==> src/rtl/bsram_port_arbiter_if.sv <==
// Requester-side bus of the BSRAM port arbiter: per-channel request fields,
// one-hot accept strobe and the shared read-response return path.
interface bsram_port_arbiter_if #(
   parameter int NCH = 3,
   parameter int AW  = 15,
   parameter int DW  = 8
);
   logic [NCH-1:0]    req_valid;
   logic [NCH-1:0]    req_we;
   logic [NCH-1:0]    req_lock;
   logic [NCH*AW-1:0] req_addr;
   logic [NCH*DW-1:0] req_wdata;
   logic [NCH-1:0]    req_ready;
   logic [NCH-1:0]    rsp_valid;
   logic [DW-1:0]     rsp_data;

   modport master (
      output req_valid, req_we, req_lock, req_addr, req_wdata,
      input  req_ready, rsp_valid, rsp_data
   );

   modport slave (
      input  req_valid, req_we, req_lock, req_addr, req_wdata,
      output req_ready, rsp_valid, rsp_data
   );
endinterface

==> src/rtl/bsram_port_arbiter.sv <==
// N-channel arbiter sharing one single-port BSRAM: fixed-priority or
// round-robin selection, bounded burst locking and latency-matched read
// response routing back to the requesting channel.
module bsram_port_arbiter #(
   parameter int NCH       = 3,
   parameter int AW        = 15,
   parameter int DW        = 8,
   parameter int RD_LAT    = 1,
   parameter int RR_MODE   = 1,
   parameter int MAX_BURST = 4
) (
   input  logic                MEMORY_CLK,
   input  logic                rst_n,
   bsram_port_arbiter_if.slave bus,
   output logic                mem_ce,
   output logic                mem_we,
   output logic [AW-1:0]       mem_ad,
   output logic [DW-1:0]       mem_din,
   input  logic [DW-1:0]       mem_dout,
   output logic [2:0]          grant_id,
   output logic                busy
);
   localparam int         PW   = (NCH > 1) ? $clog2(NCH) : 1;
   localparam logic [3:0] MAXB = 4'(MAX_BURST);

   logic [PW-1:0]  ptr;
   logic [3:0]     burst_cnt;
   logic           prev_xfer;
   logic [AW-1:0]  ad_q;
   logic [DW-1:0]  din_q;
   logic [NCH-1:0] gmask, others, cand, win_oh;
   logic [2:0]     win_id;
   logic           hold, found, xfer, rd_xfer;
   int             idx;

   logic [RD_LAT:1] vld_pipe;
   logic [2:0]      id_pipe [1:RD_LAT];

   // one-hot mask of the most recent grant, used for lock and exclusion
   for (genvar i = 0; i < NCH; i++) begin : g_mask
      assign gmask[i] = (grant_id == 3'(i));
   end

   // winner select: lock hold first, then priority search over candidates
   always_comb begin
      hold   = prev_xfer && |(gmask & bus.req_valid & bus.req_lock) && (burst_cnt < MAXB);
      others = bus.req_valid & ~gmask;
      cand   = (prev_xfer && burst_cnt >= MAXB && |others) ? others : bus.req_valid;
      win_oh = '0;
      win_id = grant_id;
      found  = 1'b0;
      idx    = 0;
      if (hold) begin
         win_oh = gmask & bus.req_valid;
      end else begin
         for (int k = 0; k < NCH; k++) begin
            idx = (RR_MODE != 0) ? int'(ptr) + k : k;
            if (idx >= NCH) idx = idx - NCH;
            if (!found && cand[idx]) begin
               found       = 1'b1;
               win_oh[idx] = 1'b1;
               win_id      = 3'(idx);
            end
         end
      end
   end

   // memory-side mux; address and write data park on the last value when idle
   always_comb begin
      mem_ad  = ad_q;
      mem_din = din_q;
      mem_we  = 1'b0;
      for (int i = 0; i < NCH; i++) begin
         if (win_oh[i]) begin
            mem_ad  = bus.req_addr[i*AW +: AW];
            mem_din = bus.req_wdata[i*DW +: DW];
            mem_we  = bus.req_we[i];
         end
      end
   end

   assign mem_ce        = |bus.req_valid;
   assign bus.req_ready = win_oh;
   assign xfer          = |win_oh;
   assign rd_xfer       = xfer & ~mem_we;

   // arbiter state: rotation pointer, burst counter, last grant
   always_ff @(posedge MEMORY_CLK or negedge rst_n) begin
      if (!rst_n) begin
         ptr       <= '0;
         burst_cnt <= '0;
         grant_id  <= '0;
         prev_xfer <= 1'b0;
         ad_q      <= '0;
         din_q     <= '0;
      end else begin
         prev_xfer <= xfer;
         ad_q      <= mem_ad;
         din_q     <= mem_din;
         if (xfer) begin
            grant_id  <= win_id;
            burst_cnt <= hold ? burst_cnt + 4'd1 : 4'd1;
            ptr       <= (win_id == 3'(NCH-1)) ? '0 : PW'(win_id + 3'd1);
         end
      end
   end

   // read-response pipeline carrying {valid, id} for RD_LAT cycles
   always_ff @(posedge MEMORY_CLK or negedge rst_n) begin
      if (!rst_n) begin
         vld_pipe <= '0;
         for (int s = 1; s <= RD_LAT; s++) id_pipe[s] <= '0;
      end else begin
         vld_pipe[1] <= rd_xfer;
         id_pipe[1]  <= win_id;
         for (int s = 2; s <= RD_LAT; s++) begin
            vld_pipe[s] <= vld_pipe[s-1];
            id_pipe[s]  <= id_pipe[s-1];
         end
      end
   end

   for (genvar i = 0; i < NCH; i++) begin : g_rsp
      assign bus.rsp_valid[i] = vld_pipe[RD_LAT] && (id_pipe[RD_LAT] == 3'(i));
   end

   assign bus.rsp_data = vld_pipe[RD_LAT] ? mem_dout : '0;
   assign busy         = |vld_pipe;
endmodule

==> src/flat_wrapper.sv <==
// flat-port wrapper written by rule: the top's interface ports become plain ports
module bsram_port_arbiter_flat 
#(
   parameter int NCH       = 3,
   parameter int AW        = 15,
   parameter int DW        = 8,
   parameter int RD_LAT    = 1,
   parameter int RR_MODE   = 1,
   parameter int MAX_BURST = 4
)
  (MEMORY_CLK, rst_n, mem_ce, mem_we, mem_ad, mem_din, mem_dout, grant_id, busy, bus_req_valid, bus_req_we, bus_req_lock, bus_req_addr, bus_req_wdata, bus_req_ready, bus_rsp_valid, bus_rsp_data);
  bsram_port_arbiter_if #(.NCH(NCH), .AW(AW), .DW(DW)) bus_i ();
  input  logic MEMORY_CLK;
  input  logic rst_n;
  output logic mem_ce;
  output logic mem_we;
  output logic [AW-1:0] mem_ad;
  output logic [DW-1:0] mem_din;
  input  logic [DW-1:0] mem_dout;
  output logic [2:0] grant_id;
  output logic busy;
  input wire logic [$bits(bus_i.req_valid)-1:0] bus_req_valid;
  input wire logic [$bits(bus_i.req_we)-1:0] bus_req_we;
  input wire logic [$bits(bus_i.req_lock)-1:0] bus_req_lock;
  input wire logic [$bits(bus_i.req_addr)-1:0] bus_req_addr;
  input wire logic [$bits(bus_i.req_wdata)-1:0] bus_req_wdata;
  output wire logic [$bits(bus_i.req_ready)-1:0] bus_req_ready;
  output wire logic [$bits(bus_i.rsp_valid)-1:0] bus_rsp_valid;
  output wire logic [$bits(bus_i.rsp_data)-1:0] bus_rsp_data;
  assign bus_i.req_valid = bus_req_valid;
  assign bus_i.req_we = bus_req_we;
  assign bus_i.req_lock = bus_req_lock;
  assign bus_i.req_addr = bus_req_addr;
  assign bus_i.req_wdata = bus_req_wdata;
  assign bus_req_ready = bus_i.req_ready;
  assign bus_rsp_valid = bus_i.rsp_valid;
  assign bus_rsp_data = bus_i.rsp_data;
  bsram_port_arbiter #(.NCH(NCH), .AW(AW), .DW(DW), .RD_LAT(RD_LAT), .RR_MODE(RR_MODE), .MAX_BURST(MAX_BURST)) u_core (.MEMORY_CLK(MEMORY_CLK), .rst_n(rst_n), .bus(bus_i), .mem_ce(mem_ce), .mem_we(mem_we), .mem_ad(mem_ad), .mem_din(mem_din), .mem_dout(mem_dout), .grant_id(grant_id), .busy(busy));
endmodule
==> config.mk <==
export PLATFORM = sky130hd
export DESIGN_NAME = bsram_port_arbiter_flat
export DESIGN_NICKNAME = d
export VERILOG_FILES = /design/src/rtl/bsram_port_arbiter_if.sv /design/src/rtl/bsram_port_arbiter.sv /design/src/flat_wrapper.sv
export SDC_FILE = /design/constraint.sdc
export NUM_CORES = 1
export LEC_CHECK = 0
export ABC_AREA = 1
export CAP_MARGIN = 10
export CORE_MARGIN = 3
export CORE_UTILIZATION = 44
export DETAILED_ROUTE_END_ITERATION = 6
export GPL_ROUTABILITY_DRIVEN = 0
export MAX_ROUTING_LAYER = met4
export PLACE_DENSITY = 0.92
export SYNTH_ARGS = -nofsm -noshare
export SYNTH_HDL_FRONTEND = slang
export SYNTH_SLANG_ARGS = --single-unit
==> constraint.sdc <==
create_clock -name MEMORY_CLK -period 4.5 [get_ports MEMORY_CLK]
set_clock_uncertainty 0.15 [all_clocks]
set_input_delay 1.125 -clock MEMORY_CLK [delete_from_list [all_inputs] [get_ports MEMORY_CLK]]
set_output_delay 1.125 -clock MEMORY_CLK [all_outputs]
set_load 0.05 [all_outputs]
* After elaboration in Yosys (flattened, before gate mapping) *
Index checks and enable logic that the tools add are counted.

word-level totals
  register bits after elaboration = 37
  output and inout bits = 43

cells by class
  bitwise logic cells = 8
  $add $sub $neg = 7
  multiplexer cells = 48
  equality and inequality tests = 5
  reduce and logical (&&, ||, !) cells = 20
  order comparisons = 11

operators with widths
  operator               count
  $mux 32                6
  $ge 32x1->1 const B    3
  $lt 32x4->1 const B    3
  $ge 32x3->1 const B    2
  $sub 32x3->32 const B  2
  $mux 15                3
  $mux 3                 11
  $mux 8                 4
  $mux 1                 16
  $logic_and 1x1->1      12
  $reduce_or 3->1        4
  $and 3x3->3            3
  $eq 3x2->1 const B     3
  $bmux 1 s2             3
  $demux 1 s2            3
  $eq 3x1->1 const B     2
  $logic_not 3->1        2
  $or 3x3->3             2
  $add 4x1->4 const B    1
  $ge 4x3->1 const B     1
  $lt 4x3->1 const B     1
  $mux 4                 1
  $add 2x1->3 const B    1
  $add 2x2->3 const B    1
  other kinds (8)        9

* Longest topological paths before layout *
  depth in word-level cells = 25
  mapped depth = 20

* Least setup slack after synthesis *
OpenSTA, ideal clock, no wires.

  path type = input to output
  start point = input port bus_req_valid[2]
  end point = output port mem_ad[0]
  data arrival time = 3,295 ps
  path buffers = 1
  data required time = 3,225 ps
  cell stages on the path = 16
  setup slack = -70 ps
  cells stage by stage = nand2_2 nand3_4 nand2_4 nand2_4 nand3_4 nand2_4 nor2_8 nand3_4 nor2_4 nor2_2 nor2_8 buf_6 nand2_1 nand2_1 inv_1 a21oi_1

between the ends
  cells in the longest elaborated chain, start to end = 20

RTL lines
  what                                        line                      source
  from (decl)                                 flat_wrapper.sv:22        input wire logic [$bits(bus_i.req_valid)-1:0] bus_req_valid;
  $and 3x3->3                                 bsram_port_arbiter.sv:47  others = bus.req_valid & ~gmask;
  $reduce_or 3->1                             bsram_port_arbiter.sv:48  cand = (prev_xfer && burst_cnt >= MAXB && |others) ? others : bus.req_valid;
  $logic_and 1x1->1                           bsram_port_arbiter.sv:48
  $mux 3                                      bsram_port_arbiter.sv:48
  $bmux 1 s2                                  bsram_port_arbiter.sv:59  if (!found && cand[idx]) begin
  $mux 1 (not written as such) (2 in series)  bsram_port_arbiter.sv:59
  $mux 1                                      bsram_port_arbiter.sv:59
  $mux 1                                      bsram_port_arbiter.sv:53  if (hold) begin
  [... 2 more ...]                            n/a
  $mux 1                                      bsram_port_arbiter.sv:59
  $mux 1                                      bsram_port_arbiter.sv:53
  $logic_not 1->1                             bsram_port_arbiter.sv:59
  $logic_and 1x1->1                           bsram_port_arbiter.sv:59
  $mux 3                                      bsram_port_arbiter.sv:59
  $mux 3 (*)                                  bsram_port_arbiter.sv:53
  $mux 15 (2 in series)                       bsram_port_arbiter.sv:74  if (win_oh[i]) begin
  $mux 15 (*)                                 bsram_port_arbiter.sv:74
  to (decl)                                   flat_wrapper.sv:17        output logic [AW-1:0] mem_ad;

Mark *: on every way between the ends. The rest lies on a longest branch, timed or not. The select of a mux whose other input is x is not followed.

* Worst setup path after layout *
  start point = register u_core.grant_id[1]
  end point = output port mem_ad[5]

between the ends
  cells in the longest elaborated chain, start to end = 22

RTL lines
  what                                        line                       source
  from (decl)                                 bsram_port_arbiter.sv:20   output logic [2:0] grant_id,
  from (signal assigned)                      bsram_port_arbiter.sv:101  grant_id <= win_id;
  $eq 3x1->1, or another cell as far along    bsram_port_arbiter.sv:41   assign gmask[i] = (grant_id == 3'(i));
  $not 3->3                                   bsram_port_arbiter.sv:47
  $and 3x3->3                                 bsram_port_arbiter.sv:47
  $reduce_or 3->1                             bsram_port_arbiter.sv:48
  $logic_and 1x1->1                           bsram_port_arbiter.sv:48
  $mux 3                                      bsram_port_arbiter.sv:48
  $bmux 1 s2                                  bsram_port_arbiter.sv:59
  $mux 1 (not written as such) (2 in series)  bsram_port_arbiter.sv:59
  [... 4 more ...]                            n/a
  $mux 1                                      bsram_port_arbiter.sv:59
  $mux 1                                      bsram_port_arbiter.sv:53
  $logic_not 1->1                             bsram_port_arbiter.sv:59
  $logic_and 1x1->1                           bsram_port_arbiter.sv:59
  $mux 3                                      bsram_port_arbiter.sv:59
  $mux 3 (*)                                  bsram_port_arbiter.sv:53
  $mux 15 (2 in series)                       bsram_port_arbiter.sv:74
  $mux 15 (*)                                 bsram_port_arbiter.sv:74

Marked as above.

==> impl_metrics.prom <==
# TYPE chip_impl_metric gauge
chip_impl_info{name="synthFlopType",value="sky130_fd_sc_hd__dfrtp_1"} 1
chip_impl_metric{name="synthesized_instance_count",unit=""} 448
chip_impl_metric{name="yosys_warnings",unit=""} 0
chip_impl_metric{name="max_freq",unit="GHz"} 0.211
chip_impl_metric{name="worstPathArrival",unit="ns"} 3.46
chip_impl_metric{name="clk-insertion-delay-late",unit="ns"} 0.30
chip_impl_info{name="cts_tree",value="done"} 1
chip_impl_metric{name="cts.reportedPaths.clkPinSlew",unit="ns"} 0.08
chip_impl_metric{name="number_of_sinks_on_the_clock_net",unit=""} 37
chip_impl_metric{name="worst_path_largest_cell_delay",unit="ns"} 0.50
chip_impl_metric{name="overflow",unit=""} 0
chip_impl_metric{name="async_reset_ff_share",unit="%"} 100
chip_impl_metric{name="synth.cell_area",unit="mm2"} 0.00314
chip_impl_info{name="path_delay_family",value="simple AND/OR/NAND/NOR gates"} 1
chip_impl_metric{name="drive_gt1_share",unit="%"} 41.6
chip_impl_metric{name="synth_nets",unit=""} 542
chip_impl_info{name="failed_checks",value="negative setup slack"} 1
chip_impl_metric{name="flow.area_growth_from_synthesis",unit="%"} 98.2
chip_impl_metric{name="gr-usage-all-layers",unit="%"} 31.5
chip_impl_metric{name="core_area",unit="mm2"} 0.00687
chip_impl_metric{name="drcViolationCount",unit=""} 0
chip_impl_metric{name="timing.final.max_slew_violations",unit=""} 0
chip_impl_metric{name="die_h",unit="um"} 90.5
chip_impl_metric{name="drt-wirelength-per-cell",unit="um"} 24.0
chip_impl_info{name="final_common_cell",value="sky130_fd_sc_hd__clkdlybuf4s50_1"} 1
chip_impl_metric{name="viasPerCell",unit=""} 6.06
chip_impl_metric{name="grt_first_pass_wirelength",unit="um"} 20500
chip_impl_metric{name="critical_path.n_buffers_inverters",unit=""} 2
chip_impl_metric{name="worst_slew_pin_slew",unit="ns"} 0.920
chip_impl_info{name="critical_path.cell_chain",value="nor2_2 -> nand2_1 -> nand2_8 -> nand3_4 -> nand2_4 -> nand2_4 -> nand3_4 -> nand2_4 -> nor2_8 -> nand2_2 -> nor2_2 -> nor2_2 -> nand2_4 -> nand2_4 -> buf_16 -> nand2_1 -> nand3_2 -> a21oi_4 -> buf_12"} 1
chip_impl_info{name="path_common_cell",value="sky130_fd_sc_hd__nand2_4"} 1
chip_impl_metric{name="route.final.wire_length",unit="um"} 18200
chip_impl_metric{name="number_of_routed_nets_with_antenna_violations",unit=""} 0
chip_impl_metric{name="placement.cell_area",unit="mm2"} 0.00518
chip_impl_metric{name="placementRows",unit=""} 30
chip_impl_metric{name="yosysSeqAreaShare",unit="%"} 29.5
chip_impl_metric{name="via_count_of_the_first_global_routing_pass",unit=""} 4226
chip_impl_metric{name="detailroute.via_count",unit=""} 4580
chip_impl_metric{name="syn_area_per_cell",unit="um2"} 7.02
chip_impl_metric{name="cts-buffers-inserted",unit=""} 5
chip_impl_metric{name="buffer_ports.inserted",unit=""} 130
chip_impl_metric{name="first_iter_violations",unit=""} 675
chip_impl_info{name="worstSetupPathType",value="reg2out"} 1
chip_impl_info{name="final_cell_mix",value="sky130_fd_sc_hd__clkdlybuf4s50_1, sky130_fd_sc_hd__nand2_1, sky130_fd_sc_hd__buf_4, sky130_fd_sc_hd__inv_1, sky130_fd_sc_hd__nor2_1"} 1
chip_impl_metric{name="relSlewSlack",unit="%"} 38.7
chip_impl_metric{name="post-route-worst-setup-slack",unit="ns"} -0.237
chip_impl_metric{name="final_cell_area",unit="mm2"} 0.00623
chip_impl_metric{name="postSynthRegisterBits",unit=""} 37
chip_impl_metric{name="post-route-min-period",unit="ns"} 4.74
chip_impl_metric{name="final.period_utilization",unit="%"} 105
chip_impl_metric{name="grt_start_max_net_pins",unit=""} 38
chip_impl_info{name="critical_path.endpoint_type",value="output pin"} 1
chip_impl_metric{name="fill_cells",unit=""} 255
chip_impl_info{name="slowest_stage",value="sky130_fd_sc_hd__dfrtp_1"} 1
chip_impl_metric{name="timing.max_cap.violations",unit=""} 0
chip_impl_metric{name="drtPass1Iterations",unit=""} 6
chip_impl_info{name="run_status",value="finished with violations"} 1
chip_impl_metric{name="boundaryPins",unit=""} 131
chip_impl_metric{name="hold_violations",unit=""} 0
chip_impl_metric{name="detailedPlacementHpwl",unit="um"} 8290
chip_impl_metric{name="initial_cell_density_of_the_core",unit="%"} 45.8
chip_impl_info{name="timing.critical_path.from_type",value="flop"} 1
chip_impl_metric{name="die-width",unit="um"} 90.5
chip_impl_metric{name="synth_cell_type_count",unit=""} 29
chip_impl_metric{name="fin_nets",unit=""} 752
chip_impl_info{name="worst_hold_path_type",value="reg2reg"} 1
chip_impl_metric{name="synth_enable_flop_cells",unit=""} 0
chip_impl_metric{name="critPathMaxFanout",unit=""} 8
chip_impl_metric{name="clock_tree.buffer_depth",unit=""} 2
chip_impl_metric{name="die_area",unit="mm2"} 0.00819
chip_impl_metric{name="h-tree-depth",unit=""} 2
chip_impl_metric{name="number_of_antenna_violations_at_the_first_check_in_global_routing",unit=""} 1
chip_impl_info{name="cts_root_buffer",value="sky130_fd_sc_hd__clkbuf_8"} 1
chip_impl_metric{name="setup-violations-final",unit=""} 25
chip_impl_metric{name="worstPathRequired",unit="ns"} 3.22
chip_impl_info{name="rsz0062_at_grt",value="yes"} 1
## metal layers
layer  up-vias  GRT usage [%]  share of wire (%)
li1       1808              -                  -
met1      2115           34.0                 32
met2       486           54.1                 48
met3       171           7.08                 12
met4         0           16.1                8.0
met5         -              -                  0
## what timing repair did
item,4_1_cts,5_1_grt
endpoints found under the hold margin,0,0
cloned,3,4
hold buffers,0,0
pin swaps,26,41
buffers inserted,12,24
resized for setup,44,99
endpoints found under the setup margin,26,25
## flip-flops by register name, indices dropped and copies added, names as in the netlist
register,cells
u_core.busy,1
u_core.ad_q,15
u_core.din_q,8
u_core.id_pipe,3
u_core.ptr,2
u_core.burst_cnt,4
u_core.grant_id,3
u_core.prev_xfer,1
## final timing paths
kind | start | end | slack (ns) | cells past startpoint
worst min register to register | u_core.burst_cnt[1]$_DFFE_PN0P_ | u_core.burst_cnt[1]$_DFFE_PN0P_ | 0.36 | 2
max in group asynchronous | rst_n | u_core.ad_q[1]$_DFF_PN0_ | 2.82 | 1
worst max register to register | u_core.grant_id[1]$_DFFE_PN0P_ | u_core.ptr[1]$_DFFE_PN0P_ | 0.89 | 23
worst min-delay path | u_core.burst_cnt[1]$_DFFE_PN0P_ | u_core.burst_cnt[1]$_DFFE_PN0P_ | 0.36 | 2
min in group asynchronous | rst_n | u_core.ad_q[10]$_DFF_PN0_ | 0.79 | 1
worst max-delay path | u_core.grant_id[1]$_DFFE_PN0P_ | mem_ad[5] | -0.24 | 19
## cell families after synthesis
kind of cell,share of synthesized area [%]
flops,29.5
buf+inv,13.5
fa+ha+maj,2.39
simple gates,46.5
compound gates,8.24
## final cells by class
type | count | area [um2] | share of cell area, %
inverter | 81 | 312 | 5.00
timing repair buffer | 219 | 2490 | 40.0
antenna | 1 | 2.50 | 0.0402
multi-input combinational | 314 | 2300 | 36.9
sequential | 37 | 926 | 14.9
clock buffer | 8 | 80.1 | 1.29
tap | 96 | 120 | 1.93
## stage by stage
step / setup slack [ns] / cells / util, % / hold WS [ns] / setup TNS, ns
after global routing: -0.276 / 756 / 90.7 / 0.378 / -4.76
after CTS: 0.0335 / 728 / 81.1 / 0.327 / 0
after detailed placement: -0.330 / 705 / 75.4 / 0.317 / -6.92
after global placement: -0.211 / 705 / 75.4 / 0.307 / -4.48
after floorplan: 0.0297 / 448 / - / 0.296 / 0
final: -0.237 / 756 / 90.7 / 0.365 / -4.49
## tightest hold or removal path, cell delays in order, from the launching register on
cell	delay, ns
sky130_fd_sc_hd__dfrtp_1	0.37
sky130_fd_sc_hd__nand2_1	0.06
sky130_fd_sc_hd__nand2_1	0.05
## cell usage after synthesis, types with 3 or more instances
library cell                 n  area [um2]
sky130_fd_sc_hd__a21oi_1    15        75.1
sky130_fd_sc_hd__a21oi_2    12         105
sky130_fd_sc_hd__buf_2       7        35.0
sky130_fd_sc_hd__buf_6       4        45.0
sky130_fd_sc_hd__clkbuf_1    3        11.3
sky130_fd_sc_hd__dfrtp_1    37         926
sky130_fd_sc_hd__ha_1        6        75.1
sky130_fd_sc_hd__inv_1      68         255
sky130_fd_sc_hd__inv_2      13        48.8
sky130_fd_sc_hd__nand2_1   108         405
sky130_fd_sc_hd__nand2_2    16         100
sky130_fd_sc_hd__nand2_4    15         169
sky130_fd_sc_hd__nand3_1    46         230
sky130_fd_sc_hd__nand3_2     3        30.0
sky130_fd_sc_hd__nand3_4     4        70.1
sky130_fd_sc_hd__nand3b_1   26         195
sky130_fd_sc_hd__nand4_1     3        18.8
sky130_fd_sc_hd__nor2_1     41         154
sky130_fd_sc_hd__nor2_2      3        18.8
sky130_fd_sc_hd__o21ai_1     5        25.0
Power is not shown: default switching activity piles up to over one toggle a cycle in this logic, so the estimate is an artifact.
